===== config.mk =====
export PLATFORM = sky130hd
export DESIGN_NAME = key_code_lock
export DESIGN_NICKNAME = d
export VERILOG_FILES = /design/src/rtl/key_code_lock.sv
export SDC_FILE = /design/constraint.sdc
export NUM_CORES = 1
export LEC_CHECK = 0
export ABC_AREA = 0
export ABC_CLOCK_PERIOD_IN_PS = 2900
export BUFFER_PORTS_ARGS = -buffer_cell sky130_fd_sc_hd__buf_4
export CAP_MARGIN = 30
export CORE_MARGIN = 2
export CORE_UTILIZATION = 60
export DETAILED_ROUTE_END_ITERATION = 12
export MAX_ROUTING_LAYER = met4
export PLACE_DENSITY = 0.78
export SETUP_SLACK_MARGIN = 0.02
export SKIP_LAST_GASP = 1
export SLEW_MARGIN = 0
export SYNTH_ARGS = -nofsm -noshare
export SYNTH_HDL_FRONTEND = slang
export SYNTH_SLANG_ARGS = --single-unit

===== constraint.sdc =====
create_clock -name clk -period 2.9 [get_ports clk]
set_clock_uncertainty 0.15 [all_clocks]
set_input_delay 0.58 -clock clk [delete_from_list [all_inputs] [get_ports clk]]
set_output_delay 0.58 -clock clk [all_outputs]
set_load 0.005 [all_outputs]

===== src/rtl/key_code_lock.sv =====
// rtl/key_code_lock.sv - keypad code lock with programmable code, lockout and idle relock
module key_code_lock #(
    parameter logic [15:0] CODE_INIT      = 16'h1234,
    parameter int unsigned MAX_FAIL       = 3,
    parameter logic [23:0] LOCKOUT_CYCLES = 24'd5000000,
    parameter logic [23:0] OPEN_CYCLES    = 24'd10000000
) (
    input  logic       clk,
    input  logic       reset,
    input  logic [3:0] d,
    input  logic       dav,
    output logic       unlocked,
    output logic       lockout,
    output logic       err,
    output logic       prog_done,
    output logic [2:0] digit_count
);

    localparam logic [2:0]  MAX_FAIL_L   = 3'(MAX_FAIL);
    localparam logic [23:0] OPEN_LAST    = OPEN_CYCLES - 24'd1;
    localparam logic [23:0] LOCKOUT_LAST = LOCKOUT_CYCLES - 24'd1;
    localparam logic [3:0]  KEY_STAR     = 4'hA;
    localparam logic [3:0]  KEY_HASH     = 4'hB;

    typedef enum logic [1:0] {
        S_LOCKED  = 2'd0,
        S_CHECK   = 2'd1,
        S_OPEN    = 2'd2,
        S_LOCKOUT = 2'd3
    } state_t;

    state_t      state, state_nxt;
    logic [15:0] code, code_nxt;
    logic [15:0] buffer, buffer_nxt;
    logic [2:0]  count_nxt;
    logic [2:0]  fail_cnt, fail_nxt, fail_inc;
    logic [23:0] timer, timer_nxt, timer_inc;
    logic        err_nxt, prog_nxt;

    logic        sync1, sync2, sync3;
    logic [2:0]  sync_valid;
    logic        armed;
    logic        kev;
    logic        is_digit, is_star, is_hash;
    logic        pass;

    // Synchronize dav and arm the key detector only after two real low samples,
    // so a key held through reset release or a held key never re-triggers.
    always_ff @(posedge clk or negedge reset) begin
        if (!reset) begin
            sync1      <= 1'b0;
            sync2      <= 1'b0;
            sync3      <= 1'b0;
            sync_valid <= 3'b000;
            armed      <= 1'b0;
        end else begin
            sync1      <= dav;
            sync2      <= sync1;
            sync3      <= sync2;
            sync_valid <= {sync_valid[1:0], 1'b1};
            if (kev) begin
                armed <= 1'b0;
            end else if (sync_valid[2] && !sync2 && !sync3) begin
                armed <= 1'b1;
            end
        end
    end

    assign kev       = sync2 & armed;
    assign is_digit  = (d <= 4'd9);
    assign is_star   = (d == KEY_STAR);
    assign is_hash   = (d == KEY_HASH);
    assign pass      = (digit_count == 3'd4) && (buffer == code);
    assign fail_inc  = (fail_cnt >= MAX_FAIL_L) ? fail_cnt : fail_cnt + 3'd1;
    assign timer_inc = (timer == 24'hFFFFFF) ? timer : timer + 24'd1;

    // Next-state, datapath and pulse decode for the lock controller.
    always_comb begin
        state_nxt  = state;
        code_nxt   = code;
        buffer_nxt = buffer;
        count_nxt  = digit_count;
        fail_nxt   = fail_cnt;
        timer_nxt  = timer_inc;
        err_nxt    = 1'b0;
        prog_nxt   = 1'b0;

        case (state)
            S_LOCKED: begin
                timer_nxt = 24'd0;
                if (kev) begin
                    if (is_digit) begin
                        if (digit_count < 3'd4) begin
                            buffer_nxt = {buffer[11:0], d};
                            count_nxt  = digit_count + 3'd1;
                        end
                    end else if (is_star) begin
                        buffer_nxt = 16'h0000;
                        count_nxt  = 3'd0;
                    end else if (is_hash) begin
                        state_nxt = S_CHECK;
                    end
                end
            end

            S_CHECK: begin
                timer_nxt  = 24'd0;
                buffer_nxt = 16'h0000;
                count_nxt  = 3'd0;
                if (pass) begin
                    state_nxt = S_OPEN;
                    fail_nxt  = 3'd0;
                end else begin
                    err_nxt  = 1'b1;
                    fail_nxt = fail_inc;
                    if (fail_inc == MAX_FAIL_L) begin
                        state_nxt = S_LOCKOUT;
                    end else begin
                        state_nxt = S_LOCKED;
                    end
                end
            end

            S_OPEN: begin
                if (kev && (is_digit || is_star || is_hash)) begin
                    timer_nxt = 24'd0;
                    if (is_digit) begin
                        if (digit_count < 3'd4) begin
                            buffer_nxt = {buffer[11:0], d};
                            count_nxt  = digit_count + 3'd1;
                        end
                    end else if (is_star) begin
                        state_nxt  = S_LOCKED;
                        buffer_nxt = 16'h0000;
                        count_nxt  = 3'd0;
                    end else begin
                        if (digit_count == 3'd4) begin
                            code_nxt = buffer;
                            prog_nxt = 1'b1;
                        end else begin
                            err_nxt = 1'b1;
                        end
                        buffer_nxt = 16'h0000;
                        count_nxt  = 3'd0;
                    end
                end else if (timer >= OPEN_LAST) begin
                    state_nxt  = S_LOCKED;
                    timer_nxt  = 24'd0;
                    buffer_nxt = 16'h0000;
                    count_nxt  = 3'd0;
                end
            end

            S_LOCKOUT: begin
                if (timer >= LOCKOUT_LAST) begin
                    state_nxt = S_LOCKED;
                    timer_nxt = 24'd0;
                    fail_nxt  = 3'd0;
                end
            end

            default: begin
                state_nxt = S_LOCKED;
                timer_nxt = 24'd0;
            end
        endcase
    end

    // State, datapath and registered outputs.
    always_ff @(posedge clk or negedge reset) begin
        if (!reset) begin
            state       <= S_LOCKED;
            code        <= CODE_INIT;
            buffer      <= 16'h0000;
            digit_count <= 3'd0;
            fail_cnt    <= 3'd0;
            timer       <= 24'd0;
            unlocked    <= 1'b0;
            lockout     <= 1'b0;
            err         <= 1'b0;
            prog_done   <= 1'b0;
        end else begin
            state       <= state_nxt;
            code        <= code_nxt;
            buffer      <= buffer_nxt;
            digit_count <= count_nxt;
            fail_cnt    <= fail_nxt;
            timer       <= timer_nxt;
            unlocked    <= (state_nxt == S_OPEN);
            lockout     <= (state_nxt == S_LOCKOUT);
            err         <= err_nxt;
            prog_done   <= prog_nxt;
        end
    end

endmodule


# Yosys cells after proc, flatten, opt, wreduce, memory -nomap -nowiden
# Cells that the tools add are included.
[totals]
input_bits = 7
elab_cells = 107
register_bits = 75
output_inout_bits = 7
[op_classes]
reduce_logical = 16
eq_ne = 15
bitwise_logic = 3
n_mux = 50
add_sub_neg = 3
magnitude_cmp = 5
[ops]
columns = ["operator", "count"]
rows = [
  ["16-bit two-way mux", 7],
  ["24-bit two-way mux", 4],
  ["24-bit case mux with 3 select lines", 1],
  ["16-bit case mux with 3 select lines", 1],
  ["3-bit two-way mux", 10],
  ["24-bit by 1-bit adder with 24-bit output (second input constant)", 1],
  ["24-bit == test (second input constant)", 1],
  ["24-bit by 23-bit >= comparator with 1-bit output (second input constant)", 1],
  ["24-bit >= comparator (second input constant)", 1],
  ["2-bit two-way mux", 11],
  ["16-bit == test", 1],
  ["1-bit two-way mux", 12],
  ["3-bit case mux with 3 select lines", 1],
  ["2-bit == test (second input constant)", 4],
  ["4-bit == test (second input constant)", 2],
  ["2-bit case mux with 4 select lines", 1],
  ["3-bit by 1-bit adder with 3-bit output (second input constant)", 2],
  ["3-bit != test (second input constant)", 2],
  ["3-bit case mux with 2 select lines", 1],
  ["5-bit AND reduction", 1],
  ["4-bit less-or-equal comparator (second input constant)", 1],
  ["1-bit logical AND", 4],
  ["2-bit != test (second input constant)", 2],
  ["4-bit AND reduction", 1],
  ["15 further kinds", 19],
]

# Logic depth before layout (Yosys ltp)
# Gate-level depths: netlist of run 1.
[depth]
ltp_word = 7
ltp_mapped = 9

# Least setup slack after synthesis of run 1
# No wires, ideal clock.
[synth_path]
path_type = "register -> register"
from = "register timer[17]"
to = "register buffer[10]"
path_stages_with_launch = 10
arrival_ps = 2355
setup_slack_ps = 274
t_required_ps = 2629
period_less_slack_ps = 2626
path_cell_list = "dfrtp_1 > buf_6 > or3_1 > or4_4 > o311ai_4 > nand2_2 > a21o_1 > buf_2 > buf_6 > a22o_1"
[synth_via]
elab_chain_cells = 3
[synth_lines]
columns = ["element", "line", "rtl"]
rows = [
  ["from (decl)", "37", "logic [23:0] timer, timer_nxt, timer_inc;"],
  ["from (signal assigned)", "188", "timer <= timer_nxt;"],
  ["24-bit >= comparator", "146", "end else if (timer >= OPEN_LAST) begin"],
  ["3-bit != test (no source line)", "n/a", ""],
  ["4-bit AND reduction (no source line)", "n/a", ""],
  ["to (signal assigned)", "185", "buffer <= buffer_nxt;"],
  ["to (decl)", "34", "logic [15:0] buffer, buffer_nxt;"],
]
# No other way between the ends.
# A chain may end at the register's enable or synchronous reset.

# Final worst setup path of run 1
[layout_path]
from = "register timer[16]"
to = "register digit_count[0]"
[layout_via]
elab_chain_cells = 3
[layout_lines]
columns = ["element", "line", "rtl"]
rows = [
  ["24-bit >= comparator", "146", ""],
  ["3-bit != test (no source line)", "n/a", ""],
  ["4-bit AND reduction (no source line)", "n/a", ""],
  ["to (signal assigned)", "186", "digit_count <= count_nxt;"],
  ["to (decl)", "16", "output logic [2:0] digit_count"],
]
# No other way between the ends.

==> qor.txt, run 1 <==
vias in the first global route - 2676
max-cap violations - 0
Routed Antenna Nets - 0
Main synth FF type - dfrtp_1
CP endpoint kind - register
CTS resizes - 0
pre-CTS setup slack - 0.1279 ns
number of flops mapped to enable cells by yosys - 0
synthesis-stage register bit count - 75
outcome - completed
Hold Vio Cnt, Final - 0
antenna violations before repair - 0
RSZ-0062 raised after global routing - false
Peak supply drop - 0.5322 mV
count of antenna diodes in the layout - 0
Tightest Pin Transition - 0.9351 ns
Cell Count, Final, Fillers Out - 443
Slew headroom - 37.66%
Leakage Power - 1.889 nW
Sink Count - 75
largest net degree at the start of global routing - 76
Tmin final - 2.717 ns
post-synthesis cell count - 346
sequential area share after synthesis - 49.77%
Iteration-0 DRC Markers - 148
full die area - 6957 sq um
die height - 83.41 um
GPL Wtd Cong - 0.8221
routed length per placed instance - 16.06 um
final net count - 381
setup slack, reg-to-reg - 0.18 ns
Total Routed Length - 7.116 mm
Netlist Area Pre-Place - 3784 sq um
Total GRT Usage - 22.91%
initial core utilization - 63.16%
total CTS buffers - 9
setup tns final - 0 ns
post-synth cell types - 60
row count - 28
Max Clock Freq - 0.3680 GHz
# port buffers - 13
Die Wd - 83.41 um
CTS tree - done
Design Area, Final - 4163 sq um
GRT overflow - 0
most common cell after layout, fill and taps aside - dfrtp_1
CTS Buffer Depth - 2
Startpoint Class - register
Worst Path Arrival - 2.81 ns
power density over cell area - 751.9 nW/um^2
DP HPWL - 4.794 mm
Final WS setup - 0.1828 ns
vias per cell - 6.009
hold_buf cts - 0
Vias - 2662
Root Driver - clkbuf_8
core area - 5991 sq um
final setup fails - 0
Mapped Nets - 364
GRT Max-Usage Layer - met2
IO Count - 14
layout cells sized above 1 - 14.95%
placed inst area - 3958 sq um
crit-path max FO - 18
post-layout util - 69.49%
Max H-tree Level - 3
most frequent cells in the layout - dfrtp_1, nor2_1, xnor2_1
worst skew pair latency - 0.36 ns
met2 Use GR - 37.02%
Hold WC Path Type - primary input to register
hold slack final - 0.1807 ns
Worst-path clk slew - 0.08 ns
post-CTS setup buffer count - 0
Placed Cells incl. Taps - 427
CP Data Required Time - 2.99 ns
TritonRoute pass-1 iters - 4
critical path type - register to register
Layout area overhead - 10.02%
Avg Synthesized Cell Area - 10.94 sq um
Synth Warn # - 0
ys async rst share - 100.0%
final period utilization - 93.70%
Slew Viols, Final - 0
GR Layer Usage met3 - 5.368%
drt drc - 0
total power - 3.130 mW
met1 Resource Use GR - 29.21%
global-route wire length before repair - 12.52 mm
==> critical path, cell delays in order (launching register included) <==
cell	delay, ns
dfrtp_1	0.46
or3_1	0.39
or4_4	0.49
o311ai_4	0.35
nand2_2	0.13
a21o_2	0.33
mux2_2	0.30
==> cell usage after synthesis (all sizes together), types with 2 or more instances <==
library cell | instances | area, sq um
and3 | 9 | 56.30
nand3b | 2 | 15.01
nor4 | 2 | 18.77
nand2b | 2 | 12.51
o311a | 2 | 20.02
nor3 | 7 | 35.03
inv | 13 | 48.80
nand4 | 9 | 56.30
o2111ai | 2 | 17.52
dfstp | 5 | 131.4
and2 | 4 | 25.02
o31ai | 2 | 15.01
a21o | 3 | 22.52
o21ai | 8 | 40.03
a211o | 2 | 17.52
xnor2 | 26 | 227.7
o21a | 4 | 30.03
nor4b | 2 | 17.52
clkbuf | 7 | 26.28
o22a | 2 | 17.52
xor2 | 7 | 61.31
or2 | 2 | 12.52
nor2 | 28 | 105.1
ha | 11 | 137.6
mux2 | 17 | 191.4
nand3 | 10 | 50.05
or4 | 3 | 26.27
buf | 6 | 48.79
and4 | 3 | 26.28
a31oi | 3 | 18.77
a21oi | 14 | 70.07
nand2 | 20 | 77.58
dfrtp | 70 | 1752
a22o | 17 | 148.9
or3 | 4 | 25.02
==> cell families after synthesis <==
group,count (synthesis),share of synthesized area [%]
xor+xnor,33,7.639
mux,18,5.324
buf+inv,26,3.274
compound gates,71,14.25
fa+ha+maj,11,3.638
flops,75,49.77
other cells,1,0.09911
simple gates,111,16.01
==> routing by layer <==
layer	wire length, um	vias up	part of all wire (%)
met5	0	-	0
met2	3447	54	48
met3	277	11	3.9
met4	94	0	1.3
li1	-	1282	-
met1	3297	1315	46
==> path summary, 6_finish.rpt <==
kind                                    start             end  depth (start not counted)
worst max-delay path                timer[16]  digit_count[0]                          6
worst min-delay path                      dav           sync1                          1
worst max register to register      timer[16]  digit_count[0]                          6
worst min register to register  sync_valid[1]   sync_valid[2]                          0
max in group asynchronous               reset       timer[16]                          1
min in group asynchronous               reset       prog_done                          1
==> layout make-up <==
cell class | instances | area [sq um]
Timing Repair Buffer | 19 | 155.1
Inverter | 13 | 48.80
Tap cell | 75 | 93.84
Clock inverter | 5 | 62.56
Clock buffer | 11 | 141.4
Fill cell | 456 | 1828
Multi-Input combinational cell | 245 | 1778
Sequential cell | 75 | 1883
==> power by group <==
group,total [mW],switching (mW),leakage [nW],internal (mW)
registers,1.36,0.168,0.995,1.19
logic,0.956,0.506,0.799,0.450
clock network,0.813,0.389,0.0957,0.424
==> registers in the layout, summed over array words and instances (netlist names), 2 cells and up <==
| signal | count |
|---|---|
| buffer | 16 |
| code | 16 |
| digit_count | 3 |
| fail_cnt | 3 |
| state | 2 |
| sync_valid | 3 |
| timer | 24 |
Power figures use the tool's default switching activity.
==> inputs of run 2 (changes only) <==
--- a/config.mk
+++ b/config.mk
@@ -5,7 +5,7 @@
 export SDC_FILE = /design/constraint.sdc
 export NUM_CORES = 1
 export LEC_CHECK = 0
-export ABC_AREA = 0
+export ABC_AREA = 1
 export ABC_CLOCK_PERIOD_IN_PS = 2900
 export BUFFER_PORTS_ARGS = -buffer_cell sky130_fd_sc_hd__buf_4
 export CAP_MARGIN = 30
@@ -13,7 +13,7 @@
 export CORE_UTILIZATION = 60
 export DETAILED_ROUTE_END_ITERATION = 12
 export MAX_ROUTING_LAYER = met4
-export PLACE_DENSITY = 0.78
+export PLACE_DENSITY = 0.77
 export SETUP_SLACK_MARGIN = 0.02
 export SKIP_LAST_GASP = 1
 export SLEW_MARGIN = 0
==> run 2 against run 1 <==
Against the previous run: non-clock buffer count down 4; global-route usage up 1.9 points; register-to-register slack gained 0.33 ns; setup slack improved by 0.33 ns; flip-flop and latch count is the same; critical endpoint is now buffer[0]; hold slack got worse by 0.16 ns; sequential share of layout area fell by 7.0 points; synthesized cell count rose by 66%; clock power up 24%; area after synthesis rose by 20%.
==> qor.txt, run 2 <==
kind of cell adding the most delay to the critical path - simple AND/OR/NAND/NOR gates
Worst-path clk slew - 0.08 ns
pre-CTS setup slack - 0.5868 ns
drt drc - 0
CTS Buffer Depth - 2
sequential area share after synthesis - 41.62%
vias per cell - 5.320
initial core utilization - 62.05%
Sink Count - 75
Max Clock Freq - 0.4196 GHz
Tightest Pin Transition - 0.6486 ns
GPL Wtd Cong - 0.9010
layout cells sized above 1 - 17.91%
RSZ-0062 raised after global routing - false
Yosys top cell by area - dfrtp_1
final setup fails - 0
Hold WC Path Type - primary input to async pin
vias in the first global route - 3612
Tmin final - 2.383 ns
power density over cell area - 735.1 nW/um^2
Mapped Nets - 593
Hold Vio Cnt, Final - 0
Max H-tree Level - 3
Biggest register - timer
largest net degree at the start of global routing - 76
Peak supply drop - 0.4468 mV
worst skew pair latency - 0.35 ns
ys async rst share - 100.0%
Total Routed Length - 9.211 mm
CTS resizes - 0
Die Wd - 90.84 um
outcome - completed
Iteration-0 DRC Markers - 233
Slew headroom - 56.62%
Worst Path Arrival - 2.52 ns
Startpoint Class - register
cells along the critical path - inv_1 -> ha_1 -> inv_1 -> nor2_1 -> inv_2 -> nand2_1 -> inv_2 -> nor2_4 -> inv_1 -> a21oi_1 -> nand2_1 -> o21ai_2
Synth area leaders - dfrtp_1, nand2_1, inv_1
Worst Path Buf+Inv - 5
routed length per placed instance - 13.33 um
final period utilization - 82.17%
number of flops mapped to enable cells by yosys - 0
hold slack final - 0.02392 ns
post-synth cell types - 43
Synth top area share - 38.72%
Synth Warn # - 0
CP endpoint kind - register
Vias - 3676
full die area - 8251 sq um
Avg Synthesized Cell Area - 7.868 sq um
Slew Viols, Final - 0
DP HPWL - 6.517 mm
CP Data Required Time - 3.03 ns
most common cell after layout, fill and taps aside - nand2_1
most frequent cells in the layout - nand2_1, dfrtp_1, inv_1
hold_buf cts - 0
most frequent cell after synthesis - nand2_1
CP peak stage delay - 0.45 ns
Netlist Area Pre-Place - 4524 sq um
count of antenna diodes in the layout - 0
Main synth FF type - dfrtp_1
total CTS buffers - 9
final net count - 605
CTS tree - done
global-route wire length before repair - 16.13 mm
antenna violations before repair - 0
critical path's slowest cell - dfrtp_1
post-layout util - 67.45%
post-CTS setup buffer count - 0
Leakage Power - 2.269 nW
setup tns final - 0 ns
biggest registers after layout - timer: 24 flops, buffer: 16 flops, code: 16 flops
critical path type - register to register
max-cap violations - 0
Root Driver - clkbuf_8
synthesis-stage register bit count - 75
# port buffers - 13
post-synthesis cell count - 575
Cell Count, Final, Fillers Out - 691
crit-path max FO - 15
die height - 90.84 um
row count - 31
GRT overflow - 0
max FFs per register - 24
core area - 7292 sq um
Routed Antenna Nets - 0
TritonRoute pass-1 iters - 4
Most common cell on crit path - inv_1
top cell types by occurrence after synthesis - nand2_1, dfrtp_1, inv_1
Total GRT Usage - 24.82%
IO Count - 14
Placed Cells incl. Taps - 674
Final WS setup - 0.5170 ns
Layout area overhead - 8.711%
[run 2: changes by cell type in the layout (fill, tap and decap cells not counted), sizes merged, moves of 6 or more]
| cell | previous run | this run |
|---|---|---|
| a21oi | 14 | 20 |
| mux2 | 17 | 0 |
| xnor2 | 26 | 4 |
| nor2 | 28 | 65 |
| nor3 | 7 | 14 |
| a22o | 17 | 0 |
| nand3 | 10 | 38 |
| o21ai | 8 | 63 |
| and3 | 9 | 0 |
| inv | 13 | 79 |
| nand2 | 20 | 156 |
[run 2: power breakdown]
group	switching (mW)	total, mW	internal (mW)
registers	0.145	1.36	1.21
logic	0.850	1.25	0.401
clock network	0.429	1.01	0.579
[run 2: final cells by class]
class                           count  area (sq um)
Clock inverter                      7         123.9
Timing Repair Buffer               15         125.1
Sequential cell                    75          1883
Fill cell                         654          2374
Tap cell                           99         123.9
Inverter                           79         301.5
Multi-Input combinational cell    407          2237
Clock buffer                        9         123.9
[run 2: metrics by stage]
step | instance area (sq um) | total power [mW]
after global placement | 4651 | 2.573
after floorplan | 4524 | 2.419
after CTS | 4898 | 3.629
after global routing | 4918 | 3.864
after detailed placement | 4651 | 2.613
final | 4918 | 3.616
[run 2: worst paths after layout]
path | startpoint | cells past startpoint | end | slack, ns
max in group asynchronous | reset | 2 | code[12] | 1.95
max reg2reg | state[0] | 12 | buffer[0] | 0.52
min in group clk | dav | 1 | sync1 | 0.18
min | reset | 1 | timer[12] | 0.02
max | state[0] | 12 | buffer[0] | 0.52
min reg2reg | sync1 | 0 | sync2 | 0.20
[run 2: kinds of logic (layout without fill, tap and decap cells)]
kind of cell	after synthesis	after routing	synth area share, %
DFF	75	75	41.62
xor gates and xnor gates	15	15	2.904
buffers and inverters	93	110	8.932
AOI/OAI and AO/OA	92	92	12.92
other	1	1	0.08289
adders and majority gates	11	11	3.042
and+or+nand+nor	288	288	30.50
[run 2: layer usage]
| layer | global-route usage, % | vias to the layer above | wire, um |
|---|---|---|---|
| met5 | - | - | 0 |
| li1 | - | 1859 | - |
| met3 | 4.925 | 11 | 307 |
| met2 | 39.93 | 67 | 4360 |
| met4 | 7.576 | 0 | 112 |
| met1 | 32.04 | 1739 | 4430 |
